[src/rtl/intdiv_seqdiv.sv]
// Multicycle restoring radix-2 signed/unsigned divider with valid/ready handshakes.
// Optional divide-by-zero flag port enabled by defining INTDIV_DBZ_FLAG_EN.
module intdiv_seqdiv #(
   parameter int N = 8,
   localparam int CNTW = $clog2(N) + 1
) (
   input  logic         clock,
   input  logic         resetn,
   input  logic         in_valid,
   output logic         in_ready,
   input  logic         in_sgn,
   input  logic [N-1:0] x,
   input  logic [N-1:0] y,
   output logic         out_valid,
   input  logic         out_ready,
   output logic [N-1:0] z,
`ifdef INTDIV_DBZ_FLAG_EN
   output logic         dbz,
`endif
   output logic [N-1:0] r
);

   localparam logic [2:0] S_IDLE = 3'd0;
   localparam logic [2:0] S_PREP = 3'd1;
   localparam logic [2:0] S_ITER = 3'd2;
   localparam logic [2:0] S_FIX  = 3'd3;
   localparam logic [2:0] S_DONE = 3'd4;

   logic [2:0]      state;
   logic [CNTW-1:0] cnt;
   logic [N-1:0]    x_q;      // original dividend, also the divide-by-zero remainder
   logic [N-1:0]    y_q;
   logic            sgn_q;
   logic [N-1:0]    dq;       // dividend bits shift out MSB-first, quotient bits shift in
   logic [N-1:0]    y_abs;
   logic [N-1:0]    rem;
   logic            qneg;
   logic            rneg;
   logic            y_zero;

   logic [N:0]      rem_sh;
   logic            trial_ge;
   logic [N-1:0]    rem_next;

   // The running remainder is always below |y|, so N bits hold it; only the
   // shifted trial value needs the extra bit.
   always_comb begin
      rem_sh   = {rem, dq[N-1]};
      trial_ge = (rem_sh >= {1'b0, y_abs});
      rem_next = trial_ge ? N'(rem_sh - {1'b0, y_abs}) : rem_sh[N-1:0];
   end

   assign in_ready = (state == S_IDLE);

   // NOTE: every register here is sequential state, so the block uses only
   // non-blocking assignments; blocking ones would create order-dependent races.
   always_ff @(posedge clock or negedge resetn) begin
      if (!resetn) begin
         state     <= S_IDLE;
         cnt       <= '0;
         x_q       <= '0;
         y_q       <= '0;
         sgn_q     <= 1'b0;
         dq        <= '0;
         y_abs     <= '0;
         rem       <= '0;
         qneg      <= 1'b0;
         rneg      <= 1'b0;
         y_zero    <= 1'b0;
         out_valid <= 1'b0;
         z         <= '0;
         r         <= '0;
`ifdef INTDIV_DBZ_FLAG_EN
         dbz       <= 1'b0;
`endif
      end else begin
         case (state)
            S_IDLE: begin
               if (in_valid) begin
                  x_q   <= x;
                  y_q   <= y;
                  sgn_q <= in_sgn;
                  state <= S_PREP;
               end
            end

            S_PREP: begin
               if (sgn_q) begin
                  dq    <= x_q[N-1] ? -x_q : x_q;
                  y_abs <= y_q[N-1] ? -y_q : y_q;
                  qneg  <= x_q[N-1] ^ y_q[N-1];
                  rneg  <= x_q[N-1];
               end else begin
                  dq    <= x_q;
                  y_abs <= y_q;
                  qneg  <= 1'b0;
                  rneg  <= 1'b0;
               end
               rem    <= '0;
               cnt    <= CNTW'(N);
               y_zero <= (y_q == '0);
               state  <= (y_q == '0) ? S_FIX : S_ITER;
            end

            S_ITER: begin
               rem <= rem_next;
               dq  <= {dq[N-2:0], trial_ge};
               cnt <= cnt - CNTW'(1);
               if (cnt == CNTW'(1)) begin
                  state <= S_FIX;
               end
            end

            S_FIX: begin
               if (y_zero) begin
                  z <= '1;
                  r <= x_q;
               end else begin
                  z <= qneg ? -dq : dq;
                  r <= rneg ? -rem : rem;
               end
`ifdef INTDIV_DBZ_FLAG_EN
               dbz       <= y_zero;
`endif
               out_valid <= 1'b1;
               state     <= S_DONE;
            end

            S_DONE: begin
               if (out_ready) begin
                  out_valid <= 1'b0;
                  state     <= S_IDLE;
               end
            end

            default: begin
               state <= S_IDLE;
            end
         endcase
      end
   end

endmodule
[config.mk]
export PLATFORM = sky130hd
export DESIGN_NAME = intdiv_seqdiv
export DESIGN_NICKNAME = d
export VERILOG_FILES = /design/src/rtl/intdiv_seqdiv.sv
export SDC_FILE = /design/constraint.sdc
export NUM_CORES = 1
export LEC_CHECK = 0
export ABC_AREA = 1
export CORE_UTILIZATION = 57
export DETAILED_ROUTE_END_ITERATION = 10
export DONT_BUFFER_PORTS = 1
export GPL_TIMING_DRIVEN = 0
export PLACE_DENSITY = 0.75
export SLEW_MARGIN = 20
export SYNTH_ARGS = -nofsm -noshare
export SYNTH_HDL_FRONTEND = slang
export SYNTH_SLANG_ARGS = --single-unit
[constraint.sdc]
create_clock -name clock -period 1.8 [get_ports clock]
set_clock_uncertainty 0.1 [all_clocks]
set_input_delay 0.36 -clock clock [delete_from_list [all_inputs] [get_ports clock]]
set_output_delay 0.36 -clock clock [all_outputs]
set_load 0.05 [all_outputs]
# == Yosys cells after proc, flatten, opt, wreduce, memory -nomap -nowiden ==
# Index checks and enable logic that the tools add are counted.
# word_totals
ff_bits,68
output_inout_bits,18
# op_classes
add_sub_neg,6
n_lt_le_gt_ge,1
n_eq_ne,8
muxes,21
bitwise,1
reduce_logical,7
# op_table
operator,count
$mux W8,9
$neg A8 Y8,4
$pmux W8 S2,2
$pmux W3 S5,1
$ge A9 B8 Y1,1
$mux W3,3
$logic_not A8 Y1,1
$pmux W4 S2,1
$sub A8 B8 Y8,1
$eq A3 B2 Y1 const B,2
$ne A2 B2 Y1 const B,3
$eq A4 B1 Y1 const B,1
$mux W1,4
$reduce_and A2 Y1,2
$reduce_bool A2 Y1,2
$sub A4 B1 Y4 const B,1
$eq A3 B1 Y1 const B,1
$eq A3 B3 Y1 const B,1
$logic_not A3 Y1,1
$reduce_and A3 Y1,1
$pmux W1 S2,1
$xor A1 B1 Y1,1

# == Logic depth before layout (Yosys ltp) ==
# Gate-level depths: netlist of the first run.
# depth
word_depth,4
ltp_mapped,12
ltp_nobuf,12

# == Least setup slack after synthesis of the first run ==
# No wires, ideal clock.
# synth_timing
path_type,flip-flop to flip-flop
startpoint,reg dq[7]
endpoint,reg rem[4]
setup_ns,0.117
t_arrival_ns,1.532
required_ns,1.583
path_slack_ns,0.051
path_stages_with_launch,10
n_path_buf,0
path_cell_list,dfrtp_1 inv_1 ha_1 inv_1 fa_1 a21oi_1 xor2_1 nand2_1 nand3_1 nand2_1
# synth_between
elab_chain_len,3
# synth_rtl
item,line,source
start: declaration,34,logic [N-1:0] dq;
start signal: assignment,89,dq <= x_q[N-1] ? -x_q : x_q;
start signal: assignment,94,dq <= x_q;
start signal: assignment,107,"dq <= {dq[N-2:0], trial_ge};"
$sub A8 B8 Y8 or $ge A9 B8 Y1 (tied branches),"50, 49",
$mux W8 *,50,"rem_next = trial_ge ? N'(rem_sh - {1'b0, y_abs}) : rem_sh[N-1:0];"
$pmux W8 S2 *,77,case (state)
end signal: assignment,106,rem <= rem_next;
end: declaration,36,logic [N-1:0] rem;
# Every way passes the cells marked *; elsewhere a longest branch is shown, timed or not.
# A chain may end at the register's enable or synchronous reset.

# == Final worst setup path of the first run ==
# Ends and elaborated chain as after synthesis.

==> results of run 1 <==
[layout make-up]
class / instances / area [sq um] / area share [%]
flip-flops and latches: 68 / 1709 / 38.87
clock buffers: 10 / 127.6 / 2.903
clock inverters: 6 / 63.81 / 1.451
multi-input cells: 348 / 2002 / 45.53
well taps: 77 / 96.34 / 2.191
plain buffers: 11 / 68.82 / 1.565
repair buffers: 7 / 52.55 / 1.195
inverters: 72 / 276.5 / 6.289
[repair_timing]
action | 4_1_cts | 5_1_grt
resized for setup | 14 | 30
setup buffers | 3 | 4
endpoints found under the hold margin | 68 | 68
pin swaps | 1 | 12
cloned | 1 | 2
setup endpoints to repair | 25 | 22
[placed cells by master (no fill, tap or decap), types with 3 or more instances in the layout]
cell	n
nand2_4	4
clkbuf_8	9
inv_2	13
o22ai_1	4
nand3_2	5
nand4_1	4
dfrtp_2	6
o21ai_1	4
a31oi_1	5
nor2_1	44
a21oi_1	31
buf_4	10
o221ai_1	5
buf_2	7
dfrtp_1	62
nand2_1	117
ha_4	7
nor3_1	3
ha_1	7
inv_1	56
nand3_1	36
o21ai_0	27
clkinvlp_4	3
o211ai_1	4
nand2_2	5
xor2_1	16
[flip-flops by register name, indices dropped and copies added, names as in the netlist, 3 cells and up]
register,flops
y_abs,8
r,8
z,8
dq,8
x_q,8
y_q,8
cnt,4
rem,8
state,3
[worst paths after layout]
kind,endpoint,slack (ns)
worst max-delay path,rem[4],-0.09
worst min-delay path,rem[7],-0.40
worst max register to register,rem[4],-0.09
worst min register to register,cnt[3],0.37
max in group asynchronous,state[2],1.87
min in group clock,x_q[6],0.06
[routing by layer]
layer  GRT usage (%)  share of wire (%)
met5               0                  0
met4           9.404                2.6
met3           6.391                7.0
met2           42.85                 45
met1           38.27                 46
[critical path, cell delays in order (launching register included)]
cell and delay (ns):
dfrtp_1 0.40, inv_2 0.12, ha_4 0.15, inv_4 0.03, fa_2 0.42, a21oi_2 0.15, xor2_1 0.19, nand2_1 0.09
nand3_1 0.07, nand2_1 0.06
[kinds of logic (layout without fill, tap and decap cells)]
group / after synthesis / after routing / share of synthesized area [%]
xor+xnor: 18 / 18 / 4.082
buf+inv: 83 / 106 / 8.779
simple gates: 225 / 228 / 25.20
fa+ha+maj: 15 / 15 / 5.054
mux: 2 / 2 / 0.5830
compound gates: 85 / 85 / 12.25
flops: 68 / 68 / 44.06
[per-stage QoR]
stage / area (sq um) / instances / setup TNS [ns] / utilization, % / hold slack, ns
6_report: 4397 / 599 / -0.1035 / 68.07 / -0.4004
5_1_grt: 4397 / 599 / -0.6128 / 68.07 / -0.4170
4_1_cts: 4250 / 593 / -0.03736 / 65.81 / -0.4010
3_5_place_dp: 3959 / 573 / -1.453 / 61.29 / -0.03279
3_3_place_gp: 3959 / 573 / -0.6899 / 61.29 / -0.03295
2_1_floorplan: 3862 / 496 / 0 / - / -0.03559
==> flow_summary.json, run 1 <==
{
  "outcome": "finished, violations left",
  "failed_checks": "design-rule violations, negative hold slack, negative setup slack",
  "die_area_sq_um": 7109,
  "yosysWarnings": 0,
  "synth_seq_cells": 68,
  "crit_path_max_fanout": 3,
  "synth_flop_cell": "dfrtp_1",
  "setup_viol": 4,
  "htree_levels": 3,
  "cts_root_buffer": "clkbuf_8",
  "min_period_ns": 1.887,
  "min_period_over_period_pct": 104.8,
  "synth_cell_types": 35,
  "grt_pass1_vias": 3219,
  "hold_viol": 68,
  "ys_seq_area_share_pct": 44.06,
  "start_util_pct": 59.80,
  "vias": 3443,
  "synth_cells": 496,
  "syn-num-nets": 532,
  "yosysMostFrequentCell": "nand2_1",
  "cp.required_ns": 1.94,
  "cts_max_path_buffers": 2,
  "synth.top_cell.area_share_pct": 44.06,
  "crit_path_end_kind": "flop",
  "port_buffers": 0,
  "fin_ws_ns": -0.08697,
  "via_per_inst": 5.748,
  "die-width_um": 84.32,
  "area_delta_synth_final_pct": 13.83,
  "clkLatencyLatePin_ns": 0.35,
  "routedWlPerCell_um": 15.77,
  "ys_top_cells_by_count": "nand2_1, dfrtp_1, inv_1, nor2_1, nand3_1",
  "fillerInstances": 564,
  "slew_violations": 0,
  "clk_pin_slew_worst_paths_ns": 0.08,
  "synthTopCellsByArea": "dfrtp_1, nand2_1, inv_1",
  "grt-ovfl-total": 0,
  "cts_tree": "yes",
  "drive_above_1_share_pct": 17.05,
  "drt-initial-drc-count": 253,
  "cap_violations": 0,
  "crit_type": "reg -> reg",
  "worst_pin_slew_ns": 0.4817,
  "num_antenna_cells": 0,
  "nets": 553,
  "gp_congestion": 0.9513,
  "hold_class": "in -> async",
  "rsz0062_at_grt": "yes",
  "numCtsBuffers": 9,
  "avgSynthCellArea_sq_um": 7.787,
  "drt-total-wl_um": 9449,
  "core_sq_um": 6459,
  "max_freq_mhz": 530.0,
  "hold_ws_ns": -0.4004,
  "cp.arrival_ns": 2.03,
  "reg2reg_from": "dq[7]",
  "ioPinCount": 39,
  "timing.critical_path.from": "dq[7]",
  "synth-edff-count": 0,
  "drtPass1Iterations": 8,
  "yosysTopAreaCell": "dfrtp_1",
  "antenna_found_initial": 0,
  "synthArstFlopShare_pct": 100.0,
  "cts.sinks": 68,
  "rows": 29,
  "grt_pass1_wl_um": 15180,
  "dp_hpwl_um": 6584,
  "startpoint_type": "flop",
  "grt_max_degree": 69,
  "die_y_um": 84.32,
  "netlist_area_sq_um": 3862,
  "track_usage_pct": 27.57,
  "postRouteAntennaNets": 0,
  "max_slew_margin_pct": 67.89,
  "place_ws_ns": -0.1588,
  "drc": 3,
  "reg2regPathDepth": 9
}
Power of run 1 is not shown: default switching activity piles up to over one toggle a cycle in this logic, so the estimate is an artifact.
==> run 2, diff against run 1 <==
ABC_AREA = unset   (was 1)
==> run 2 against run 1 <==
Net effect:
- the run ends with negative hold slack, negative setup slack left
- fmax down 15%
- utilization up 7.9 points
- sequential share of layout area down 3.1 points
- global-route usage up 1.8 points
- die area down 3.9%
- register-to-register slack worse by 0.34 ns
- non-clock buffer count up 36
- wire length up 2.8%
- via count down 9.1%
- flip-flop and latch count unchanged
- critical path depth up 1
- worst setup slack worse by 0.34 ns
- critical endpoint unchanged
- largest cell class unchanged
==> flow_summary.json, run 2 <==
{
  "layout_common_cells": "dfrtp_1, nand2_1, o21ai_0",
  "final_util_pct": 75.98,
  "max_slew_margin_pct": 60.19,
  "cts_max_path_buffers": 2,
  "grt-ovfl-total": 0,
  "min_period_ns": 2.225,
  "synth_cell_types": 47,
  "area_delta_synth_final_pct": 29.40,
  "max_freq_mhz": 449.5,
  "die-width_um": 82.65,
  "hold_class": "in -> async",
  "synthArstFlopShare_pct": 100.0,
  "crit_path_max_fanout": 2,
  "cp_cell_sequence": "inv_2 -> ha_4 -> inv_2 -> fa_2 -> a211oi_2 -> buf_4 -> nor2_2 -> xor2_1 -> mux2i_1 -> o21ai_1",
  "cp.required_ns": 1.90,
  "synth.top_cell.area_share_pct": 45.90,
  "die_area_sq_um": 6830,
  "grt_pass1_wl_um": 14410,
  "dp_hpwl_um": 6012,
  "crit_type": "reg -> reg",
  "cts_tree": "yes",
  "hold_viol": 68,
  "ioPinCount": 39,
  "max_stage_delay_ns": 0.41,
  "min_period_over_period_pct": 123.6,
  "cts.sinks": 68,
  "via_per_inst": 5.981,
  "yosysWarnings": 0,
  "crit_path_end_kind": "flop",
  "yosysTopAreaCell": "dfrtp_1",
  "synth_cells": 393,
  "worst-path-buf-inv": 3,
  "gp_congestion": 0.8479,
  "avgSynthCellArea_sq_um": 9.433,
  "port_buffers": 0,
  "htree_levels": 3,
  "final_common_cell": "dfrtp_1",
  "track_usage_pct": 29.40,
  "setup_viol": 24,
  "core_sq_um": 6314,
  "netlist_area_sq_um": 3707,
  "start_util_pct": 58.72,
  "fillerInstances": 423,
  "vias": 3128,
  "ys_seq_area_share_pct": 45.90,
  "drt-total-wl_um": 9713,
  "drtPass1Iterations": 5,
  "slew_violations": 0,
  "worst_pin_slew_ns": 0.5972,
  "synth_flop_cell": "dfrtp_1",
  "num_antenna_cells": 0,
  "grt_pass1_vias": 3011,
  "postRouteAntennaNets": 0,
  "rsz0062_at_grt": "yes",
  "ys_top_cells_by_count": "dfrtp_1, nand2_1, o21ai_0, nor2_1, inv_1",
  "synth-edff-count": 0,
  "cp.arrival_ns": 2.33,
  "fin_ws_ns": -0.4246,
  "drt-initial-drc-count": 274,
  "grt_max_degree": 69,
  "drc": 0,
  "failed_checks": "negative hold slack, negative setup slack",
  "drive_above_1_share_pct": 32.06,
  "routedWlPerCell_um": 18.57,
  "design_area_sq_um": 4797,
  "yosysMostFrequentCell": "dfrtp_1",
  "numCtsBuffers": 9,
  "crit_top_cell": "inv_2",
  "place_area_sq_um": 3939,
  "clkLatencyLatePin_ns": 0.35,
  "synthTopCellsByArea": "dfrtp_1, o21ai_0, nand2_1",
  "cpMaxStageDelayCell": "dfrtp_1",
  "outcome": "finished, violations left",
  "hold_ws_ns": -0.4021,
  "rows": 29,
  "antenna_found_initial": 0,
  "crit_family": "adder cells",
  "cap_violations": 0,
  "syn-num-nets": 429,
  "clk_pin_slew_worst_paths_ns": 0.07,
  "die_y_um": 82.65,
  "cts_root_buffer": "clkbuf_8",
  "synth_seq_cells": 68,
  "startpoint_type": "flop",
  "nets": 478
}
## run 2: changes by cell type after synthesis, moves of 10 or more
cell | previous run | this run
a21oi_1 | 33 | 14
inv_1 | 66 | 23
mux2_2 | 2 | 12
mux2i_1 | 0 | 12
nand2_1 | 120 | 52
nand3_1 | 40 | 6
nor2_1 | 45 | 30
o21ai_0 | 29 | 50
xnor2_1 | 2 | 21
## run 2: final timing paths
path	start	end	slack [ns]	cells after the start
worst max-delay path	dq[7]	rem[4]	-0.42	10
worst min-delay path	resetn	z[3]	-0.40	0
worst max register to register	dq[7]	rem[4]	-0.42	10
worst min register to register	y_abs[5]	y_abs[5]	0.38	2
max in group asynchronous	resetn	y_q[4]	1.89	0
min in group clock	x[5]	x_q[5]	0.03	2
## run 2: what timing repair did
action | in CTS | in global routing
pin swaps | 21 | 22
resized for setup | 67 | 36
cloned | 2 | 1
buffers inserted | 27 | 12
endpoints found under the hold margin | 68 | 68
setup endpoints to repair | 45 | 46
## run 2: final cells by class
class | count | area (sq um) | share of cell area, %
well taps | 77 | 96.34 | 2.008
repair buffers | 40 | 361.6 | 7.538
inverters | 23 | 88.84 | 1.852
clock buffers | 14 | 182.7 | 3.808
clock inverters | 1 | 5.005 | 0.1043
multi-input cells | 286 | 2252 | 46.95
flip-flops and latches | 68 | 1717 | 35.79
plain buffers | 14 | 93.84 | 1.956
## run 2: cell families (layout without fill, tap and decap cells)
kind of cell,count (synthesis),count (layout),synth area share (%)
flops,68,68,45.90
buf+inv,40,92,4.320
simple gates,118,118,14.48
fa+ha+maj,15,15,5.265
mux,24,24,6.885
xor+xnor,28,28,6.615
compound gates,100,101,16.54
## run 2: routing by layer
layer / vias up / part of all wire [%] / global-route usage, %
met5: - / 0 / 0
met4: 0 / 2.4 / 12.07
met3: 27 / 6.2 / 5.165
met2: 129 / 49 / 49.59
met1: 1511 / 43 / 37.17
li1: 1461 / - / -
## run 2: stage by stage
| stage | setup TNS, ns | setup slack, ns | instances |
|---|---|---|---|
| 6_report | -3.345 | -0.4246 | 523 |
| 5_1_grt | -4.665 | -0.4619 | 523 |
| 4_1_cts | -3.938 | -0.2371 | 512 |
| 3_5_place_dp | -6.981 | -0.3592 | 470 |
| 3_3_place_gp | -5.585 | -0.2832 | 470 |
| 2_1_floorplan | -1.533 | -0.1343 | 393 |
Power of run 2 is left out for the same reason.
